===== src/rtl/med_pkg.sv =====
// Shared constants and FSM state type for the median sequencer slice.
package med_pkg;

  localparam int NBR         = 9;
  localparam int ROUNDS      = 4;
  localparam int PASS        = 8;
  localparam int SORT_CYCLES = ROUNDS * (PASS + 1) + PASS;

  typedef enum logic [1:0] {
    IDLE = 2'd0,
    LOAD = 2'd1,
    SORT = 2'd2,
    OUT  = 2'd3
  } state_t;

endpackage


===== src/rtl/med_seq_if.sv =====
// Valid/ready pixel stream; used for both the pixel input and the result output.
interface med_seq_if #(
  parameter int SIZE = 8
) ();

  logic [SIZE-1:0] data;
  logic            valid;
  logic            ready;

  modport master (output data, output valid, input  ready);
  modport slave  (input  data, input  valid, output ready);

endinterface


===== src/rtl/med_buf.sv =====
// 9-entry in-order pixel buffer: write pointer, read pointer and fill count.
module med_buf #(
  parameter int SIZE  = 8,
  parameter int DEPTH = 9,
  parameter int CW    = $clog2(DEPTH + 1)
) (
  input  logic            CLK,
  input  logic            nRST,
  input  logic            wr,
  input  logic [SIZE-1:0] wdata,
  input  logic            rd,
  output logic [SIZE-1:0] rdata,
  output logic [CW-1:0]   count
);

  localparam int AW = $clog2(DEPTH);

  logic [SIZE-1:0] mem [DEPTH];
  logic [AW-1:0]   wp, rp;
  logic            wr_ok, rd_ok;

  // Writes into a full buffer and reads from an empty one are dropped so
  // the count can never leave 0..DEPTH.
  assign wr_ok = wr && (count != CW'(DEPTH));
  assign rd_ok = rd && (count != '0);
  assign rdata = mem[rp];

  // Storage needs no reset: an empty count makes its contents invisible.
  always_ff @(posedge CLK) begin
    if (wr_ok) mem[wp] <= wdata;
  end

  // Pointer and count bookkeeping, cleared by reset to discard the window.
  always_ff @(posedge CLK) begin
    if (!nRST) begin
      wp    <= '0;
      rp    <= '0;
      count <= '0;
    end else begin
      if (wr_ok) wp <= (wp == AW'(DEPTH - 1)) ? '0 : wp + 1'b1;
      if (rd_ok) rp <= (rp == AW'(DEPTH - 1)) ? '0 : rp + 1'b1;
      count <= count + CW'(wr_ok) - CW'(rd_ok);
    end
  end

endmodule


===== src/rtl/med_seq.sv =====
// Median window sequencer: collects 9 pixels, drives the engine schedule
// (9 load cycles, 44 sort cycles), captures the median and hands it out.
module med_seq #(
  parameter int SIZE = 8,
  parameter int NBR  = 9
) (
  input  logic            CLK,
  input  logic            nRST,
  med_seq_if.slave        pix,
  med_seq_if.master       res,
  output logic            DSI,
  output logic            BYP,
  output logic [SIZE-1:0] DI,
  input  logic [SIZE-1:0] DO
);

  import med_pkg::*;

  localparam int          CW         = $clog2(NBR + 1);
  localparam logic [3:0]  LAST_STEP  = 4'(PASS);
  localparam logic [2:0]  LAST_ROUND = 3'(ROUNDS);

  state_t          state;
  logic            run;
  logic [3:0]      step;
  logic [2:0]      round;
  logic            cap;
  logic [CW-1:0]   cnt;
  logic [SIZE-1:0] rdata;
  logic            accept, full_nxt, hs, sort_done;

  // run holds PIX_READY low until the first edge with reset released.
  assign pix.ready = run && (cnt < CW'(NBR)) && (state != LOAD);
  assign accept    = pix.valid && pix.ready;
  // Full now, or the 9th pixel lands this cycle.
  assign full_nxt  = (cnt == CW'(NBR)) || ((cnt == CW'(NBR - 1)) && accept);
  assign hs        = res.valid && res.ready;
  // The final pass has no drop cycle: it ends at step PASS-1 of round ROUNDS.
  assign sort_done = (state == SORT) && (round == LAST_ROUND) &&
                     (step == LAST_STEP - 4'd1);

  assign DSI = (state == LOAD);
  assign BYP = (state == LOAD) || ((state == SORT) && (step == LAST_STEP));
  assign DI  = (state == LOAD) ? rdata : '0;

  med_buf #(.SIZE(SIZE), .DEPTH(NBR), .CW(CW)) u_buf (
    .CLK   (CLK),
    .nRST  (nRST),
    .wr    (accept),
    .wdata (pix.data),
    .rd    (state == LOAD),
    .rdata (rdata),
    .count (cnt)
  );

  // Window FSM with load/sort step and round counters. The engine's last
  // register only settles at the edge closing the final sort cycle, so the
  // capture happens one cycle later inside OUT (cap flag).
  always_ff @(posedge CLK) begin
    if (!nRST) begin
      state     <= IDLE;
      run       <= 1'b0;
      step      <= '0;
      round     <= '0;
      cap       <= 1'b0;
      res.valid <= 1'b0;
      res.data  <= '0;
    end else begin
      run <= 1'b1;
      case (state)
        IDLE: if (full_nxt) state <= LOAD;
        LOAD: begin
          if (step == LAST_STEP) begin
            step  <= '0;
            state <= SORT;
          end else begin
            step <= step + 4'd1;
          end
        end
        SORT: begin
          if (sort_done) begin
            step  <= '0;
            round <= '0;
            cap   <= 1'b1;
            state <= OUT;
          end else if (step == LAST_STEP) begin
            step  <= '0;
            round <= round + 3'd1;
          end else begin
            step <= step + 4'd1;
          end
        end
        OUT: begin
          if (cap) begin
            res.data  <= DO;
            res.valid <= 1'b1;
            cap       <= 1'b0;
          end else if (hs) begin
            res.valid <= 1'b0;
            state     <= full_nxt ? LOAD : IDLE;
          end
        end
        default: state <= IDLE;
      endcase
    end
  end

endmodule


===== src/flat_wrapper.sv =====
// flat-port wrapper written by rule: the top's interface ports become plain ports
module med_seq_flat import med_pkg::*;
#(
  parameter int SIZE = 8,
  parameter int NBR  = 9
)
  (CLK, nRST, DSI, BYP, DI, DO, pix_data, pix_valid, pix_ready, res_data, res_valid, res_ready);
  med_seq_if #(.SIZE(SIZE)) pix_i ();
  med_seq_if #(.SIZE(SIZE)) res_i ();
  input  logic CLK;
  input  logic nRST;
  output logic DSI;
  output logic BYP;
  output logic [SIZE-1:0] DI;
  input  logic [SIZE-1:0] DO;
  input wire logic [$bits(pix_i.data)-1:0] pix_data;
  input wire logic [$bits(pix_i.valid)-1:0] pix_valid;
  output wire logic [$bits(pix_i.ready)-1:0] pix_ready;
  output wire logic [$bits(res_i.data)-1:0] res_data;
  output wire logic [$bits(res_i.valid)-1:0] res_valid;
  input wire logic [$bits(res_i.ready)-1:0] res_ready;
  assign pix_i.data = pix_data;
  assign pix_i.valid = pix_valid;
  assign pix_ready = pix_i.ready;
  assign res_data = res_i.data;
  assign res_valid = res_i.valid;
  assign res_i.ready = res_ready;
  med_seq #(.SIZE(SIZE), .NBR(NBR)) u_core (.CLK(CLK), .nRST(nRST), .pix(pix_i), .res(res_i), .DSI(DSI), .BYP(BYP), .DI(DI), .DO(DO));
endmodule

===== config.mk =====
export PLATFORM = sky130hd
export DESIGN_NAME = med_seq_flat
export DESIGN_NICKNAME = d
export VERILOG_FILES = /design/src/rtl/med_pkg.sv /design/src/rtl/med_seq_if.sv /design/src/rtl/med_buf.sv /design/src/rtl/med_seq.sv /design/src/flat_wrapper.sv
export SDC_FILE = /design/constraint.sdc
export NUM_CORES = 1
export LEC_CHECK = 0
export CORE_MARGIN = 3
export CORE_UTILIZATION = 60
export DETAILED_ROUTE_END_ITERATION = 10
export MAX_ROUTING_LAYER = met4
export PLACE_DENSITY = 0.86
export SETUP_SLACK_MARGIN = 0.1
export SKIP_LAST_GASP = 1
export SLEW_MARGIN = 20
export SYNTH_ARGS = -nofsm -noshare
export SYNTH_HDL_FRONTEND = slang
export SYNTH_HIERARCHICAL = 1
export SYNTH_SLANG_ARGS = --single-unit

===== constraint.sdc =====
create_clock -name CLK -period 3.9 [get_ports CLK]
set_input_delay 0.78 -clock CLK [delete_from_list [all_inputs] [get_ports CLK]]
set_output_delay 0.78 -clock CLK [all_outputs]
set_load 0.01 [all_outputs]

==> Yosys cells after proc, flatten, opt, wreduce, memory -nomap -nowiden <==
Memories as Yosys holds them, arrays and structs flattened. A register that Yosys moved wholly into a read port is not among the register bits.
Cells that the tools add are included.
{ "totals": {"reg_bits": 32, "n_memories": 1, "in_bits": 20, "mem_bits_rw": 72, "wordCells": 82, "output_inout_bits": 20} }
{ "op_classes": {"magnitude_cmp": 1, "mux": 24, "reduce_logical": 23, "n_eq_ne": 17, "n_addsub": 6} }
{ "mem_list": {"columns": ["memory", "words", "width", "read_ports", "rd_ports_with_merged_regs", "write_ports", "line", "text"], "rows": [
  ["u_core.u_buf.mem", 9, 8, 1, 1, 1, "med_buf.sv:18", "logic [SIZE-1:0] mem [DEPTH];"]
]} }
{ "ops": {"columns": ["op", "count"], "rows": [
  ["$mux 4", 6],
  ["$eq 4x4->1 const B", 5],
  ["$add 4x1->4 const B", 3],
  ["$logic_and 1x1->1", 10],
  ["$mux 2", 5],
  ["$ne 2x1->1 const B", 5],
  ["$mux 8", 1],
  ["$pmux 2 s4", 1],
  ["$pmux 4 s2", 1],
  ["$reduce_and 2->1", 4],
  ["$reduce_bool 2->1", 4],
  ["$mux 1", 7],
  ["$mux 3", 2],
  ["$reduce_and 5->1", 1],
  ["$add 4x1->4", 1],
  ["$eq 2x2->1 const B", 2],
  ["$eq 4x3->1 const B", 1],
  ["$lt 4x4->1 const B", 1],
  ["$ne 4x4->1 const B", 1],
  ["$reduce_bool 4->1", 1],
  ["$sub 4x1->4", 1],
  ["$add 3x1->3 const B", 1],
  ["$eq 3x3->1 const B", 1],
  ["$eq 2x1->1 const B", 1],
  ["other kinds (4)", 5]
]} }

==> Logic depth before layout (Yosys ltp) <==
{ "depth": {"depth_word": 10, "depth_mapped": 13} }

==> Hierarchy <==
Netlist, hierarchy kept.
{ "modules_own_cells": {"columns": ["module", "cells_per_inst", "area_per_inst_um2", "seq_area_each_um2", "instances"], "rows": [
  ["med_buf", 245, 3684.8, 2482.4, 1],
  ["med_seq", 130, 1087.3, 400.4, 1]
]} }

==> Worst setup path after synthesis <==
Ideal clock, no wire load.
{ "synth_timing": {"path_type": "reg2reg", "start": "reg u_core.state[1]", "end": "reg u_core.u_buf.count[2]", "slack_ns": 0.949, "path_stages_with_launch": 13, "synth_period_minus_slack_ns": 2.951, "n_path_buf": 1, "setup_ns": 0.115, "t_arrival_ns": 2.836, "cell_sequence": "dfxtp_1 -> inv_1 -> ha_1 -> clkbuf_1 -> nor3b_1 -> and2_1 -> o21ai_1 -> ha_1 -> inv_1 -> ha_1 -> fa_1 -> xor2_1 -> and2_1"} }
{ "synth_rtl": {"columns": ["item", "line", "text"], "rows": [
  ["from (decl)", "med_seq.sv:23", "state_t state;"],
  ["from (signal assigned)", "med_seq.sv:100", "state <= full_nxt ? LOAD : IDLE;"],
  ["$eq 2x1->1", null, null],
  ["named net DSI", "flat_wrapper.sv:12", "output logic DSI;"],
  ["$logic_and 1x1->1", "med_buf.sv:25", "assign rd_ok = rd && (count != '0);"],
  ["$sub 4x1->4", "med_buf.sv:42", "count <= count + CW'(wr_ok) - CW'(rd_ok);"],
  ["to (signal assigned)", "med_buf.sv:42", null],
  ["to (decl)", "med_buf.sv:13", "output logic [CW-1:0] count"]
]} }
The timed path passes the listed nets, and every way through them passes these cells.
A chain may end at the register's enable or synchronous reset.

==> reports/results.ini <==
[timing]
final_max_slew_viol_count=0
relSlewSlack=0.508
period_minus_slack_ps=3320
clock_skew_ps=13.4
fmax_ghz=0.301
whs_ps=464
tns_ps=0
period_share=0.851
rsz0062_at_grt=false
tightest_slew_ps=735
hold_viol=0
setup_viol_count_final=0

[power]
total_power_mw=2.57
leakage_nw=1.86
power.density_nw_per_um2=475
vdd_drop_max_mv=0.296

[setup_path]
cp_max_fo=32
cp-start-kind=flip-flop
crit_type=reg -> out
critPathArrivalTime_ps=2540
critical-path-max-stage-delay_ps=540
r2r_start=u_core/state[1]
slowest_stage=clkdlybuf4s50_1
required_ps=3120
path_cells=buf_4, mux2_2, o22ai_1, a221o_1, o21ai_2, and2_1, clkdlybuf4s50_1
crit_path_end_kind=output port

[routing]
wl_per_cell_microns=17.6
wirelength_microns=9120
routed_via_density=5.78
drtPass1Iterations=4
drc=0
drt_iter0_markers=161
vias=3000
ant_nets=0

[synth]
synth_flop_cell=edfxtp_1
synth_edf_count=72
seq_area_frac_synth=0.604
yosysMostFrequentCell=edfxtp_1
syn_nets=417
yosys_register_bits=108
ys_top_cells_by_count=edfxtp_1, dfxtp_1, nand2_1, inv_1, ha_1
synth.area.top_cells=edfxtp_1, dfxtp_1, ha_1
syn_avg_cell_area_sq_um=12.7
yosysTopAreaCellShare=0.453
synthArstFlopShare=0
synth_area_leader_cell=edfxtp_1
syn_area_sq_um=4770
synth_cell_type_count=54
ys.warnings.count=6
syn_inst=375

[cts]
cts_tree=done
clk_pin_slew_worst_paths_ps=100
postCtsHoldBufs=0
post_cts_buffers=0
htreeDepth=3
ctsResizeCount=0
cts_sinks=108
cts_made_buffers=9
clock_latency_ps=370
cts_buffer_depth=2
cts_root_buf=clkbuf_8

[grt]
antenna_found_initial=0
grt_pass1_vias=3005
track_usage=0.227
grt_pass1_wl_microns=15000
gr-total-overflow=0
grt_start_max_net_pins=33

[flow_run]
max-cap-violations=0

[die]
start_util=0.637
core_sq_um=7490
io_pins=40
rows=31
die_y_microns=95.2
die-area_sq_um=9060
die_w_microns=95.2

[worst_hold_path]
hold_start=u_core/res.data[3]
hold_path.class=reg -> reg

[status]
status=complete, no violations

[final_layout]
layout-drive-gt1-share=0.0976
final_util=0.722
nNetsFinal=457
fin_cells=519
area_growth_pct=13.3
antenna_cells=0

[placed_design]
placed_cells=503
port_buffers=39
globalplace.congestion=0.874
hpwl_microns=6000

-- cell type report --
type / instances / area [sq um]
clock buffer: 11 / 141
clock inverter: 5 / 60.1
fill: 506 / 2080
inverter: 23 / 86.3
multi-input combinational: 232 / 1710
sequential: 108 / 2880
tap: 99 / 124
timing repair buffer: 41 / 405
-- where the power goes --
part / switching [mW] / internal (mW)
combinational: 0.288 / 0.278
clock: 0.368 / 0.317
sequential: 0.0424 / 1.28
total: 0.699 / 1.87
-- final timing paths --
kind / end / slack, ps / depth (start not counted)
max: DI[1] / 580 / 7
min: u_core/res.data[3] / 460 / 2
max reg2reg: u_core/u_buf/count[2] / 830 / 11
min reg2reg: u_core/res.data[3] / 460 / 2
-- metrics by stage --
stage | setup slack (ps) | instance area (sq um)
after floorplan | 949 | 4770
after global placement | 961 | 5200
after detailed placement | 865 | 5200
after CTS | 573 | 5410
after global routing | 466 | 5410
final | 580 | 5410
-- metal layers --
layer  GRT usage  vias to the layer above  routed length [microns]
li1            -                     1451                        -
met1       0.296                     1466                     3900
met2       0.363                       76                     4650
met3      0.0284                        7                      460
met4      0.0938                        0                      110
met5           -                        -                        0
-- flip-flops by register name (all words and copies together) (netlist names), named ones only --
| signal | flops |
|---|---|
| u_core/res.valid | 1 |
| u_core/step | 4 |
| u_core/run | 1 |
| u_core/u_buf/count | 4 |
| u_core/state | 2 |
| u_core/u_buf/rp | 4 |
| u_core/u_buf/mem | 72 |
| u_core/cap | 1 |
| u_core/round | 3 |
| u_core/res.data | 8 |
| u_core/u_buf/wp | 4 |
-- critical path, delay by kind of cell (launching register included) --
family / cells / cell delay (ps)
buf+inv: 2 / 960
compound gates: 3 / 490
flops: 1 / 320
mux: 1 / 250
simple gates: 1 / 150
-- placed cells by master (no fill, tap or decap), drive strengths merged, types with 2 or more instances in the layout --
| cell type | synthesis | routed |
|---|---|---|
| a22oi | 5 | 5 |
| edfxtp | 72 | 72 |
| nor3 | 2 | 2 |
| clkdlybuf4s50 | 0 | 39 |
| xor2 | 3 | 3 |
| mux2 | 16 | 16 |
| nor2 | 11 | 11 |
| nand2b | 3 | 3 |
| ha | 21 | 21 |
| and2 | 13 | 13 |
| clkbuf | 6 | 11 |
| inv | 23 | 24 |
| and3 | 8 | 8 |
| o21ai | 13 | 13 |
| o211ai | 2 | 2 |
| mux2i | 19 | 19 |
| nand3 | 13 | 13 |
| nor3b | 3 | 3 |
| or3 | 3 | 3 |
| a221o | 3 | 3 |
| buf | 5 | 2 |
| a21oi | 19 | 19 |
| nand2 | 35 | 35 |
| nor2b | 4 | 4 |
| dfxtp | 36 | 36 |
| a21boi | 5 | 5 |
| a31oi | 4 | 4 |
| clkinv | 0 | 2 |
| o22ai | 3 | 3 |
| o221ai | 5 | 5 |
-- cell families after synthesis --
logic type | synth area share
AO/OA/AOI/OAI | 0.100
buffers and inverters | 0.0385
AND/OR/NAND/NOR | 0.113
adder cells (fa/ha/maj) | 0.0593
XOR/XNOR | 0.00734
multiplexers | 0.0776
flip-flops | 0.604
Note: power is estimated with default switching activity, not from simulation.
